File: src/rtl/alu_seq_ctrl_if.sv
// Bus bundle between the fetch/decode/execute sequencer and its memories/ALU.
interface alu_seq_ctrl_if #(parameter int AW = 4);
    logic          start;
    logic          imem_req;
    logic [AW-1:0] imem_addr;
    logic          imem_ack;
    logic [7:0]    imem_data;
    logic          dmem_rd;
    logic          dmem_wr;
    logic [AW-1:0] dmem_addr;
    logic [2:0]    dmem_wdata;
    logic          dmem_ack;
    logic [2:0]    dmem_rdata;
    logic [6:0]    alu_op;
    logic [2:0]    alu_r1;
    logic [2:0]    alu_r2;
    logic [2:0]    alu_m;
    logic [2:0]    alu_out;
    logic [AW-1:0] pc;
    logic          halted;
    logic          illegal;

    modport master (
        input  start, imem_ack, imem_data, dmem_ack, dmem_rdata, alu_out,
        output imem_req, imem_addr, dmem_rd, dmem_wr, dmem_addr, dmem_wdata,
               alu_op, alu_r1, alu_r2, alu_m, pc, halted, illegal
    );

    modport slave (
        output start, imem_ack, imem_data, dmem_ack, dmem_rdata, alu_out,
        input  imem_req, imem_addr, dmem_rd, dmem_wr, dmem_addr, dmem_wdata,
               alu_op, alu_r1, alu_r2, alu_m, pc, halted, illegal
    );
endinterface

File: src/rtl/alu_seq_ctrl.sv
// Fetch/decode/execute sequencer for the 3-bit accumulator ALU; owns PC, IR, ACC, OPND.
module alu_seq_ctrl #(
    parameter int AW = 4
) (
    input  logic          clk,
    input  logic          rst,
    alu_seq_ctrl_if.master bus
);

    localparam logic [2:0] S_IDLE   = 3'd0;
    localparam logic [2:0] S_FETCH  = 3'd1;
    localparam logic [2:0] S_DECODE = 3'd2;
    localparam logic [2:0] S_MEMRD  = 3'd3;
    localparam logic [2:0] S_MEMWR  = 3'd4;
    localparam logic [2:0] S_EXEC   = 3'd5;
    localparam logic [2:0] S_WB     = 3'd6;
    localparam logic [2:0] S_HALT   = 3'd7;

    logic [2:0]    state;
    logic [AW-1:0] pc;
    logic [7:0]    ir;
    logic [2:0]    acc;
    logic [2:0]    opnd;
    logic          illegal;
    logic [3:0]    op;
    logic [AW-1:0] addr;

    assign op   = ir[7:4];
    assign addr = ir[AW-1:0];

    always_ff @(posedge clk or posedge rst) begin
        if (rst) begin
            state   <= S_IDLE;
            pc      <= '0;
            ir      <= '0;
            acc     <= '0;
            opnd    <= '0;
            illegal <= 1'b0;
        end else begin
            case (state)
                S_IDLE: begin
                    if (bus.start) begin
                        pc    <= '0;
                        state <= S_FETCH;
                    end
                end
                S_FETCH: begin
                    if (bus.imem_ack) begin
                        ir    <= bus.imem_data;
                        pc    <= pc + AW'(1);
                        state <= S_DECODE;
                    end
                end
                S_DECODE: begin
                    case (op)
                        4'h0, 4'h1, 4'h2, 4'h3: state <= S_EXEC;
                        4'h5, 4'h7:             state <= S_MEMRD;
                        4'h6:                   state <= S_MEMWR;
                        4'h4:                   state <= S_FETCH;
                        4'h8: begin
                            pc    <= addr;
                            state <= S_FETCH;
                        end
                        4'h9: begin
                            if (acc[2]) pc <= addr;
                            state <= S_FETCH;
                        end
                        4'hF:                   state <= S_HALT;
                        default: begin
                            illegal <= 1'b1;
                            state   <= S_HALT;
                        end
                    endcase
                end
                S_MEMRD: begin
                    if (bus.dmem_ack) begin
                        opnd  <= bus.dmem_rdata;
                        state <= S_EXEC;
                    end
                end
                S_MEMWR: begin
                    if (bus.dmem_ack) state <= S_FETCH;
                end
                // ALU registers its result at the end of EXEC, so ACC picks it up in WB.
                S_EXEC: state <= S_WB;
                S_WB: begin
                    acc   <= bus.alu_out;
                    state <= S_FETCH;
                end
                S_HALT: begin
                    if (bus.start) begin
                        illegal <= 1'b0;
                        pc      <= '0;
                        state   <= S_FETCH;
                    end
                end
                default: state <= S_IDLE;
            endcase
        end
    end

    // Requests decode straight from state so an async reset drops them immediately.
    assign bus.imem_req   = (state == S_FETCH);
    assign bus.imem_addr  = pc;
    assign bus.dmem_rd    = (state == S_MEMRD);
    assign bus.dmem_wr    = (state == S_MEMWR);
    assign bus.dmem_addr  = addr;
    assign bus.dmem_wdata = acc;
    assign bus.alu_op     = (state == S_EXEC) ? {3'b000, op} : 7'b0000000;
    assign bus.alu_r1     = acc;
    assign bus.alu_r2     = opnd;
    assign bus.alu_m      = opnd;
    assign bus.pc         = pc;
    assign bus.halted     = (state == S_HALT);
    assign bus.illegal    = illegal;

endmodule

File: src/flat_wrapper.sv
// flat-port wrapper written by rule: the top's interface ports become plain ports
module alu_seq_ctrl_flat 
#(
    parameter int AW = 4
)
  (clk, rst, bus_start, bus_imem_ack, bus_imem_data, bus_dmem_ack, bus_dmem_rdata, bus_alu_out, bus_imem_req, bus_imem_addr, bus_dmem_rd, bus_dmem_wr, bus_dmem_addr, bus_dmem_wdata, bus_alu_op, bus_alu_r1, bus_alu_r2, bus_alu_m, bus_pc, bus_halted, bus_illegal);
  alu_seq_ctrl_if #(.AW(AW)) bus_i ();
  input  logic clk;
  input  logic rst;
  input wire logic [$bits(bus_i.start)-1:0] bus_start;
  input wire logic [$bits(bus_i.imem_ack)-1:0] bus_imem_ack;
  input wire logic [$bits(bus_i.imem_data)-1:0] bus_imem_data;
  input wire logic [$bits(bus_i.dmem_ack)-1:0] bus_dmem_ack;
  input wire logic [$bits(bus_i.dmem_rdata)-1:0] bus_dmem_rdata;
  input wire logic [$bits(bus_i.alu_out)-1:0] bus_alu_out;
  output wire logic [$bits(bus_i.imem_req)-1:0] bus_imem_req;
  output wire logic [$bits(bus_i.imem_addr)-1:0] bus_imem_addr;
  output wire logic [$bits(bus_i.dmem_rd)-1:0] bus_dmem_rd;
  output wire logic [$bits(bus_i.dmem_wr)-1:0] bus_dmem_wr;
  output wire logic [$bits(bus_i.dmem_addr)-1:0] bus_dmem_addr;
  output wire logic [$bits(bus_i.dmem_wdata)-1:0] bus_dmem_wdata;
  output wire logic [$bits(bus_i.alu_op)-1:0] bus_alu_op;
  output wire logic [$bits(bus_i.alu_r1)-1:0] bus_alu_r1;
  output wire logic [$bits(bus_i.alu_r2)-1:0] bus_alu_r2;
  output wire logic [$bits(bus_i.alu_m)-1:0] bus_alu_m;
  output wire logic [$bits(bus_i.pc)-1:0] bus_pc;
  output wire logic [$bits(bus_i.halted)-1:0] bus_halted;
  output wire logic [$bits(bus_i.illegal)-1:0] bus_illegal;
  assign bus_i.start = bus_start;
  assign bus_i.imem_ack = bus_imem_ack;
  assign bus_i.imem_data = bus_imem_data;
  assign bus_i.dmem_ack = bus_dmem_ack;
  assign bus_i.dmem_rdata = bus_dmem_rdata;
  assign bus_i.alu_out = bus_alu_out;
  assign bus_imem_req = bus_i.imem_req;
  assign bus_imem_addr = bus_i.imem_addr;
  assign bus_dmem_rd = bus_i.dmem_rd;
  assign bus_dmem_wr = bus_i.dmem_wr;
  assign bus_dmem_addr = bus_i.dmem_addr;
  assign bus_dmem_wdata = bus_i.dmem_wdata;
  assign bus_alu_op = bus_i.alu_op;
  assign bus_alu_r1 = bus_i.alu_r1;
  assign bus_alu_r2 = bus_i.alu_r2;
  assign bus_alu_m = bus_i.alu_m;
  assign bus_pc = bus_i.pc;
  assign bus_halted = bus_i.halted;
  assign bus_illegal = bus_i.illegal;
  alu_seq_ctrl #(.AW(AW)) u_core (.clk(clk), .rst(rst), .bus(bus_i));
endmodule
File: config.mk
export PLATFORM = sky130hd
export DESIGN_NAME = alu_seq_ctrl_flat
export DESIGN_NICKNAME = d
export VERILOG_FILES = /design/src/rtl/alu_seq_ctrl_if.sv /design/src/rtl/alu_seq_ctrl.sv /design/src/flat_wrapper.sv
export SDC_FILE = /design/constraint.sdc
export NUM_CORES = 1
export LEC_CHECK = 0
export BUFFER_PORTS_ARGS = -buffer_cell sky130_fd_sc_hd__buf_2
export CORE_ASPECT_RATIO = 0.9
export CORE_MARGIN = 10
export CORE_UTILIZATION = 43
export CTS_BUF_LIST = sky130_fd_sc_hd__clkbuf_4 sky130_fd_sc_hd__clkbuf_8 sky130_fd_sc_hd__clkbuf_16
export CTS_CLUSTER_DIAMETER = 100
export DETAILED_ROUTE_END_ITERATION = 10
export GPL_TIMING_DRIVEN = 0
export MAX_ROUTING_LAYER = met4
export PLACE_DENSITY = 0.75
export SETUP_SLACK_MARGIN = 0.05
export SLEW_MARGIN = 40
export SYNTH_ARGS = -nofsm -noshare
export SYNTH_HDL_FRONTEND = slang
export SYNTH_SLANG_ARGS = --single-unit
File: constraint.sdc
create_clock -name clk -period 1.6 [get_ports clk]
set_input_delay 0.24 -clock clk [delete_from_list [all_inputs] [get_ports clk]]
set_output_delay 0.24 -clock clk [all_outputs]
set_load 0.01 [all_outputs]
* Word level (Yosys, flattened, before mapping)
Cells that the tools add are included.
** Operators by class
- Add/sub/neg operators :: 1
- $mul :: 0
- Divide/modulo/power cells :: 0
- $lt $le $gt $ge :: 0
- Equal/unequal tests :: 25
- Shifts and indexed selects :: 0
- Mux-type cells :: 15
- Bitwise gates (word level) :: 0
- Reductions and logical operators :: 14
** Operators with widths (number)
- 3-bit one-hot mux with 7 select lines :: 1
- 4-bit by 3-bit == test with 1-bit output (second input constant) :: 4
- 4-bit 2-to-1 mux :: 4
- 3-bit == test (second input constant) :: 4
- 4-bit == test (second input constant) :: 3
- 3-bit 2-to-1 mux :: 4
- 3-bit one-hot mux with 4 select lines :: 1
- 4-bit one-hot mux with 3 select lines :: 1
- 11-bit OR reduction :: 1
- 2-bit inequality test (second input constant) :: 5
- 4-bit by 2-bit == test with 1-bit output (second input constant) :: 2
- 4-bit one-hot mux with 2 select lines :: 1
- 3-bit by 2-bit == test with 1-bit output (second input constant) :: 2
- 3-bit by 2-bit inequality test with 1-bit output (second input constant) :: 2
- 5-bit AND reduction :: 1
- 4-bit by 1-bit adder with 4-bit output (second input constant) :: 1
- 4-bit by 1-bit == test with 1-bit output (second input constant) :: 1
- 4-bit logical NOT :: 1
- 2-bit AND reduction :: 2
- 4-bit AND reduction :: 1
- 2-bit OR reduction :: 2
- 4-bit OR reduction :: 1
- 3-bit by 1-bit == test with 1-bit output (second input constant) :: 1
- 3-bit logical NOT :: 1
- other kinds (7) :: 8
** Storage, ports and cells
- Register bits :: 22
- Latch bits :: 0
- Bits in writable memories :: 0
- ROM bits :: 0
- Input bits :: 19
- Output and inout bits :: 36
- Logic and storage cells :: 61
- Memories kept :: 0

* Depth between registers and ports, before layout
Gate-level depths: netlist of run 1.
- Word-level depth :: 4
- Depth in mapped cells :: 6
- Mapped depth without buffers :: 4

* Worst setup path before layout of run 1
Ideal clock, no wire load.
- Path kind :: register -> register
- From :: reg u_core.state[2]
- To :: reg u_core.pc[1] (netlist: u_core.bus.imem_addr[1])
- Library setup time :: 0.125 ns
- Data arrival time :: 1.393 ns
- Data required time :: 1.475 ns
- Path slack :: 0.082 ns
- Cell stages (with the launch flop) :: 6
- Buffers on the path :: 1
- Period minus slack after synthesis :: 1.518 ns
- Path through :: dfrtp_1 -> buf_6 -> nor2_1 -> nand3_1 -> nand2_2 -> mux2_4
** Between the ends
- Longest elaborated chain between the ends :: 4
- Elaborated cells between the ends (all ways) :: 12
- Classes of those cells :: eq/ne (7); mux (1); reduce/logical (4)
** RTL lines
- start: declaration :: line alu_seq_ctrl.sv:19 : logic [2:0] state;
- start signal: assignment :: line alu_seq_ctrl.sv:33 : state <= S_IDLE;
- start signal: assignment :: line alu_seq_ctrl.sv:44 : state <= S_FETCH;
- start signal: assignment :: line alu_seq_ctrl.sv:51 : state <= S_DECODE;
- 3-bit == test or 3-bit logical NOT (tied branches) :: line alu_seq_ctrl.sv:40 : case (state)
- 2-bit OR reduction (no source line)
- 2-bit by 1-bit inequality test with 1-bit output (no source line) or 3-bit nonzero test (tied branches)
- 5-bit AND reduction (no source line)
- end signal: assignment :: line alu_seq_ctrl.sv:50 : pc <= pc + AW'(1);
- end signal: assignment :: line alu_seq_ctrl.sv:61 : pc <= addr;
- end signal: assignment :: line alu_seq_ctrl.sv:65 : if (acc[2]) pc <= addr;
- end: declaration :: line alu_seq_ctrl.sv:20 : logic [AW-1:0] pc;
Parallel ways exist; a longest one is shown, timed or not.
A chain may end at the register's enable or synchronous reset.

* Worst setup path in the final report of run 1
- From :: reg u_core.state[1]
- To :: reg u_core.pc[1] (netlist: u_core.bus.imem_addr[1])
Same word-level chain as after synthesis.

==> flow_summary.json, run 1 <==
{
  "cts_tree": "done",
  "grt_pass1_wl_um": 6180,
  "first_global_vias": 1307,
  "synth.cells.most_frequent": "22 x dfrtp_1, 18 x buf_4, 14 x mux2_2",
  "synth_cell_types": 40,
  "syn_avg_cell_area_um2": 9.97,
  "clockPowerShare": 0.075,
  "setup_viol": 1,
  "rsz0062_at_grt": "true",
  "slew_viol_final": 0,
  "ys_ff_latch": 22,
  "hold_depth": 2,
  "wire_per_inst_um": 16.5,
  "die_height_um": 73.5,
  "start_util": 0.449,
  "powerDensity_nw_per_um2": 2120,
  "min_period_ns": 1.63,
  "num_vias": 1290,
  "p_sw_frac": 0.417,
  "nets": 229,
  "startpoint_type": "flop",
  "synth_largest_area_cell": "dfrtp_1",
  "cp_slowest_cell": "dfrtp_2",
  "yosysTopAreaCellShare": 0.403,
  "synth_ff_type": "dfrtp_1",
  "io_pins": 55,
  "cp_data_arrival_time_ns": 1.84,
  "netlist_area_um2": 1370,
  "diodes": 0,
  "final_layout_size_suffix_gt1_frac": 0.611,
  "path_max_fanout": 4,
  "ys_top_cells_by_area": "dfrtp_1 40%, mux2_2 12%, buf_4 9.9%",
  "clock-sinks": 22,
  "grt_max_degree": 23,
  "io_buffers": 51,
  "fin_skew_ns": 0.00193,
  "grtUsageTotal": 0.134,
  "finalInstanceArea_um2": 1970,
  "drcViolationCount": 0,
  "die_x_um": 79.4,
  "finalWorstSetupSlack_ns": -0.0273,
  "areaGrowthSynthToFinish_pct": 44.2,
  "clockRootBuffer": "clkbuf_4",
  "h-tree-depth": 1,
  "required_ns": 1.81,
  "max_stage_delay_ns": 0.46,
  "max-clock-path-buffers": 2,
  "die-area_um2": 5840,
  "wl_um": 4130,
  "worstHoldPathType": "input pin to flop",
  "path_class": "flop to flop",
  "yosys_warnings": 0,
  "cp_cell_sequence": "buf_4 -> and4_4 -> a311oi_4 -> nand2_2 -> mux2_4",
  "r2r_end": "u_core.bus.imem_addr[1]",
  "vdd_ir_drop_max_mv": 1.14,
  "min-delay-start": "bus_alu_out[2]",
  "n_fill_cell": 262,
  "p_leak_nw": 0.979,
  "ant_nets": 0,
  "outcome": "finished with violations",
  "netlist_instances": 137,
  "p_sw_mw": 1.74,
  "cp-end-kind": "flop",
  "vias_per_cell": 5.16,
  "overflow": 0,
  "first_pass_iters": 4,
  "violations": "negative setup slack",
  "cts_buffers": 3,
  "yosysMostFrequentCell": "dfrtp_1",
  "pwr-share-seq": 0.265,
  "reg2reg_setup_slack_ns": -0.03,
  "reg2reg_depth": 5,
  "worstReg2RegStart": "u_core.state[1]",
  "clock_latency_ns": 0.31,
  "path_clk_slew_ns": 0.13,
  "utilization": 0.648,
  "p_int_mw": 2.44,
  "dp_slack_ns": -0.0552,
  "synthArstFlopShare": 1.00,
  "core_region_area_um2": 3040,
  "gp_congestion": 0.853,
  "p_comb_frac": 0.660,
  "hold_violations": 0,
  "synth_edf_count": 0,
  "fp-row-count": 19,
  "hold_end": "u_core.bus.alu_r1[2]",
  "hpwl_um": 2920,
  "max_cap_viol_count": 0,
  "antenna_found_initial": 0,
  "fin_crit_sh": 1.02,
  "yosysSeqAreaShare": 0.403,
  "drt_iter0_markers": 137,
  "max_freq_mhz": 615,
  "placed_area_um2": 1680
}
## worst max-delay path, delay by kind of cell (launching register included)
| kind | cells | cell delay, ns |
|---|---|---|
| muxes | 1 | 0.30 |
| buffers and inverters | 1 | 0.16 |
| DFF | 1 | 0.46 |
| and+or+nand+nor | 2 | 0.29 |
| AOI/OAI and AO/OA | 1 | 0.31 |
## cells in the final DEF (no fill, tap or decap), drive strengths merged, types with 2 or more instances in the layout
master	count
a31oi	2
and3	6
nor4bb	2
conb	3
nand2b	2
mux2	15
a21oi	5
buf	88
nor2	12
dfrtp	22
nand3	3
o22ai	2
a22o	2
nor4	2
o21ai	2
o221ai	2
clkbuf	4
mux2i	2
inv	5
nand2	12
## power groups by stage
| stage | Clock [mW] | Sequential (mW) | Combinational, mW |
|---|---|---|---|
| floorplan | 0 | 1.09 | 1.49 |
| global placement | 0 | 1.07 | 2.11 |
| detailed placement | 0 | 1.09 | 2.19 |
| CTS | 0.318 | 1.10 | 2.38 |
| global route | 0.344 | 1.16 | 2.97 |
| finish | 0.315 | 1.11 | 2.76 |
## how the worst max path moves through the flow
stage | cells past startpoint | startpoint | to
global route | 5 | u_core.ir[7] | u_core.bus.imem_addr[1]
finish | 5 | u_core.state[1] | u_core.bus.imem_addr[1]
detailed placement | 5 | u_core.state[2] | u_core.bus.imem_addr[1]
CTS | 5 | u_core.state[0] | bus_alu_op[1]
floorplan | 5 | u_core.state[2] | u_core.bus.imem_addr[1]
global placement | 5 | u_core.state[2] | u_core.bus.imem_addr[1]
## kinds of logic (layout without fill, tap and decap cells)
kind of cell / count (synthesis) / in the layout / synth area share
other: 1 / 3 / 0.00274
AOI/OAI and AO/OA: 23 / 23 / 0.135
muxes: 17 / 17 / 0.141
adders and majority gates: 1 / 1 / 0.00916
buffers and inverters: 30 / 99 / 0.145
xor gates and xnor gates: 1 / 1 / 0.00641
and+or+nand+nor: 42 / 42 / 0.158
DFF: 22 / 22 / 0.403
## cell type report
cell class	count	area (um^2)	area share
buffer	23	189	0.0959
timing repair buffer	66	423	0.215
multi-input combinational	87	686	0.348
sequential	22	552	0.280
inverter	6	32.5	0.0165
tap	42	52.6	0.0267
clock buffer	4	36.3	0.0184
## through the flow
step / power, mW / hold slack, ns / std cells / setup TNS, ns
global route: 4.47 / 0.146 / 250 / -0.579
floorplan: 2.59 / 0.229 / 139 / 0
global placement: 3.18 / 0.427 / 232 / -0.0498
detailed placement: 3.28 / 0.443 / 232 / -0.0552
CTS: 3.79 / 0.0989 / 241 / 0
finish: 4.18 / 0.153 / 250 / -0.0273
## state kept, by name, summed over array words and instances (netlist names)
signal	count
u_core.bus.alu_m	3
u_core.bus.alu_r1	3
u_core.bus.illegal	1
u_core.bus.imem_addr	4
u_core.ir	8
u_core.state	3
## metal layers
| metal | vias up | GRT usage | wire length, um |
|---|---|---|---|
| li1 | 608 | - | - |
| met5 | - | - | 0 |
| met3 | 7 | 0.0293 | 220 |
| met4 | 0 | 0.0457 | 48 |
| met1 | 633 | 0.147 | 1600 |
| met2 | 42 | 0.234 | 2260 |
## repair_timing
item / 4_1_cts / 5_1_grt
pin swaps: 6 / 4
endpoints found under the setup margin: 11 / 20
setup buffers: 6 / 7
hold endpoints to repair: 0 / 22
gates resized for setup: 15 / 23
gates cloned: 0 / 1
hold buffers: 0 / 1
Power figures use the tool's default switching activity.
==> run 2: changes to the inputs <==
- CORE_UTILIZATION: 43 -> 45
- CTS_BUF_LIST: sky130_fd_sc_hd__clkbuf_4 sky130_fd_sc_hd__clkbuf_8 sky130_fd_sc_hd__clkbuf_16 -> sky130_fd_sc_hd__clkbuf_2 sky130_fd_sc_hd__clkbuf_4 sky130_fd_sc_hd__clkbuf_8
- MAX_ROUTING_LAYER: met4 -> default
- PLACE_DENSITY: 0.75 -> 0.78
==> run 2 against run 1 <==
The flow still finishes with violations (negative setup slack). Cell count is the same. Fmax shrank 4.0%. Wire length grew 14%. Critical path type unchanged. Critical endpoint unchanged. Largest cell class unchanged. Largest power group unchanged. Highest routed layer unchanged.
==> flow_summary.json, run 2 (synthesized netlist as in run 1, its figures left out) <==
{
  "slew_viol_final": 0,
  "antenna_found_initial": 0,
  "vdd_ir_drop_max_mv": 1.11,
  "final_cell_mix": "46 x buf_2, 26 x buf_4, 22 x dfrtp_1, 14 x buf_6, 10 x nand2_1",
  "p_sw_mw": 1.89,
  "crit_buf_inv": 2,
  "final_layout_size_suffix_gt1_frac": 0.624,
  "cp-end-kind": "flop",
  "reg2reg_setup_slack_ns": -0.09,
  "num_vias": 1325,
  "cts_tree": "done",
  "cp_cell_sequence": "buf_6 -> buf_6 -> and4_4 -> a311oi_4 -> nand2_2 -> mux2_4",
  "clockPowerShare": 0.070,
  "path_max_fanout": 3,
  "clockRootBuffer": "clkbuf_4",
  "crit_top_cell": "buf_6",
  "grtUsageTotal": 0.144,
  "p_leak_nw": 1.03,
  "overflow": 0,
  "outcome": "finished with violations",
  "first_pass_iters": 4,
  "cts_buffers": 3,
  "startpoint_type": "flop",
  "r2r_end": "u_core.bus.imem_addr[1]",
  "clock-sinks": 22,
  "reg2reg_depth": 6,
  "cp_slowest_cell": "dfrtp_1",
  "powerDensity_nw_per_um2": 2170,
  "wl_um": 4710,
  "nets": 231,
  "first_global_vias": 1271,
  "final_common_cell": "buf_2",
  "hpwl_um": 2910,
  "crit_family": "flip-flops",
  "finalNonFillerCells": 250,
  "max_freq_mhz": 590,
  "dp_slack_ns": -0.120,
  "max-clock-path-buffers": 2,
  "areaGrowthSynthToFinish_pct": 52.5,
  "die-area_um2": 5640,
  "largest_reg_flops": 8,
  "drcViolationCount": 0,
  "worstReg2RegStart": "u_core.state[0]",
  "setup_viol": 8,
  "fin_crit_sh": 1.06,
  "path_clk_slew_ns": 0.13,
  "grt_pass1_wl_um": 6640,
  "io_buffers": 51,
  "p_comb_frac": 0.677,
  "p_sw_frac": 0.419,
  "dp_cells": 230,
  "min-delay-start": "bus_imem_data[5]",
  "power_mw": 4.52,
  "path_class": "flop to flop",
  "clock_latency_ns": 0.31,
  "hold_depth": 2,
  "fp-row-count": 18,
  "min_period_ns": 1.69,
  "h-tree-depth": 1,
  "finalWorstSetupSlack_ns": -0.0946,
  "die_x_um": 78.1,
  "die_height_um": 72.3,
  "regMostFlops": "u_core.ir",
  "grt_max_degree": 23,
  "hold_violations": 0,
  "fin_skew_ns": 0.00330,
  "io_pins": 55,
  "drt_iter0_markers": 111,
  "required_ns": 1.81,
  "rsz0062_at_grt": "true",
  "pwr-share-seq": 0.253,
  "max_cap_viol_count": 0,
  "worstHoldPathType": "input pin to flop",
  "wire_per_inst_um": 18.8,
  "violations": "negative setup slack",
  "start_util": 0.481,
  "diodes": 0,
  "vias_per_cell": 5.30,
  "p_int_mw": 2.62,
  "hold_end": "u_core.ir[5]",
  "ant_nets": 0,
  "gp_congestion": 0.869,
  "core_region_area_um2": 2840,
  "cp_data_arrival_time_ns": 1.91,
  "max_stage_delay_ns": 0.45
}
## run 2: worst max path at each step
stage               slack (ns)                      end  depth (start not counted)            start
floorplan                 0.08  u_core.bus.imem_addr[1]                          5  u_core.state[2]
global placement         -0.04  u_core.bus.imem_addr[1]                          5  u_core.state[2]
detailed placement       -0.12  u_core.bus.imem_addr[1]                          5  u_core.state[2]
CTS                      -0.03  u_core.bus.imem_addr[1]                          6  u_core.state[0]
global route             -0.12  u_core.bus.imem_addr[1]                          6  u_core.state[0]
finish                   -0.09  u_core.bus.imem_addr[1]                          6  u_core.state[0]
## run 2: layout make-up
type / instances / area (um^2)
timing repair buffer: 68 / 470
clock buffer: 4 / 36.3
fill: 214 / 754
buffer: 23 / 193
tap: 40 / 50.0
multi-input combinational: 87 / 748
sequential: 22 / 551
inverter: 6 / 35.0
## run 2: timing repair
action,4_1_cts,5_1_grt
buffers inserted,10,5
endpoints found under the hold margin,0,22
hold buffers,0,1
setup endpoints to repair,12,21
resized for setup,30,27
pin swaps,7,8
gates cloned,0,1
## run 2: power by group through the flow
stage | Clock, mW | Sequential [mW] | Combinational (mW)
2_1_floorplan | 0 | 1.09 | 1.49
3_3_place_gp | 0 | 1.06 | 2.11
3_5_place_dp | 0 | 1.09 | 2.19
4_1_cts | 0.314 | 1.08 | 2.66
5_1_grt | 0.353 | 1.18 | 3.27
6_report | 0.318 | 1.14 | 3.06
## run 2: through the flow
stage	util	hold WS [ns]	area [um^2]	setup TNS, ns
floorplan	-	0.229	1370	0
global placement	0.592	0.426	1680	-0.0387
detailed placement	0.592	0.454	1680	-0.154
CTS	0.679	0.110	1930	-0.0310
global route	0.734	0.133	2080	-0.773
finish	0.734	0.146	2080	-0.269
## run 2: per-layer routing
layer,GRT usage,vias up,routed length [um]
met5,0,-,0
li1,-,613,-
met1,0.176,645,1870
met3,0.0357,10,296
met4,0.0318,0,100
met2,0.249,57,2440
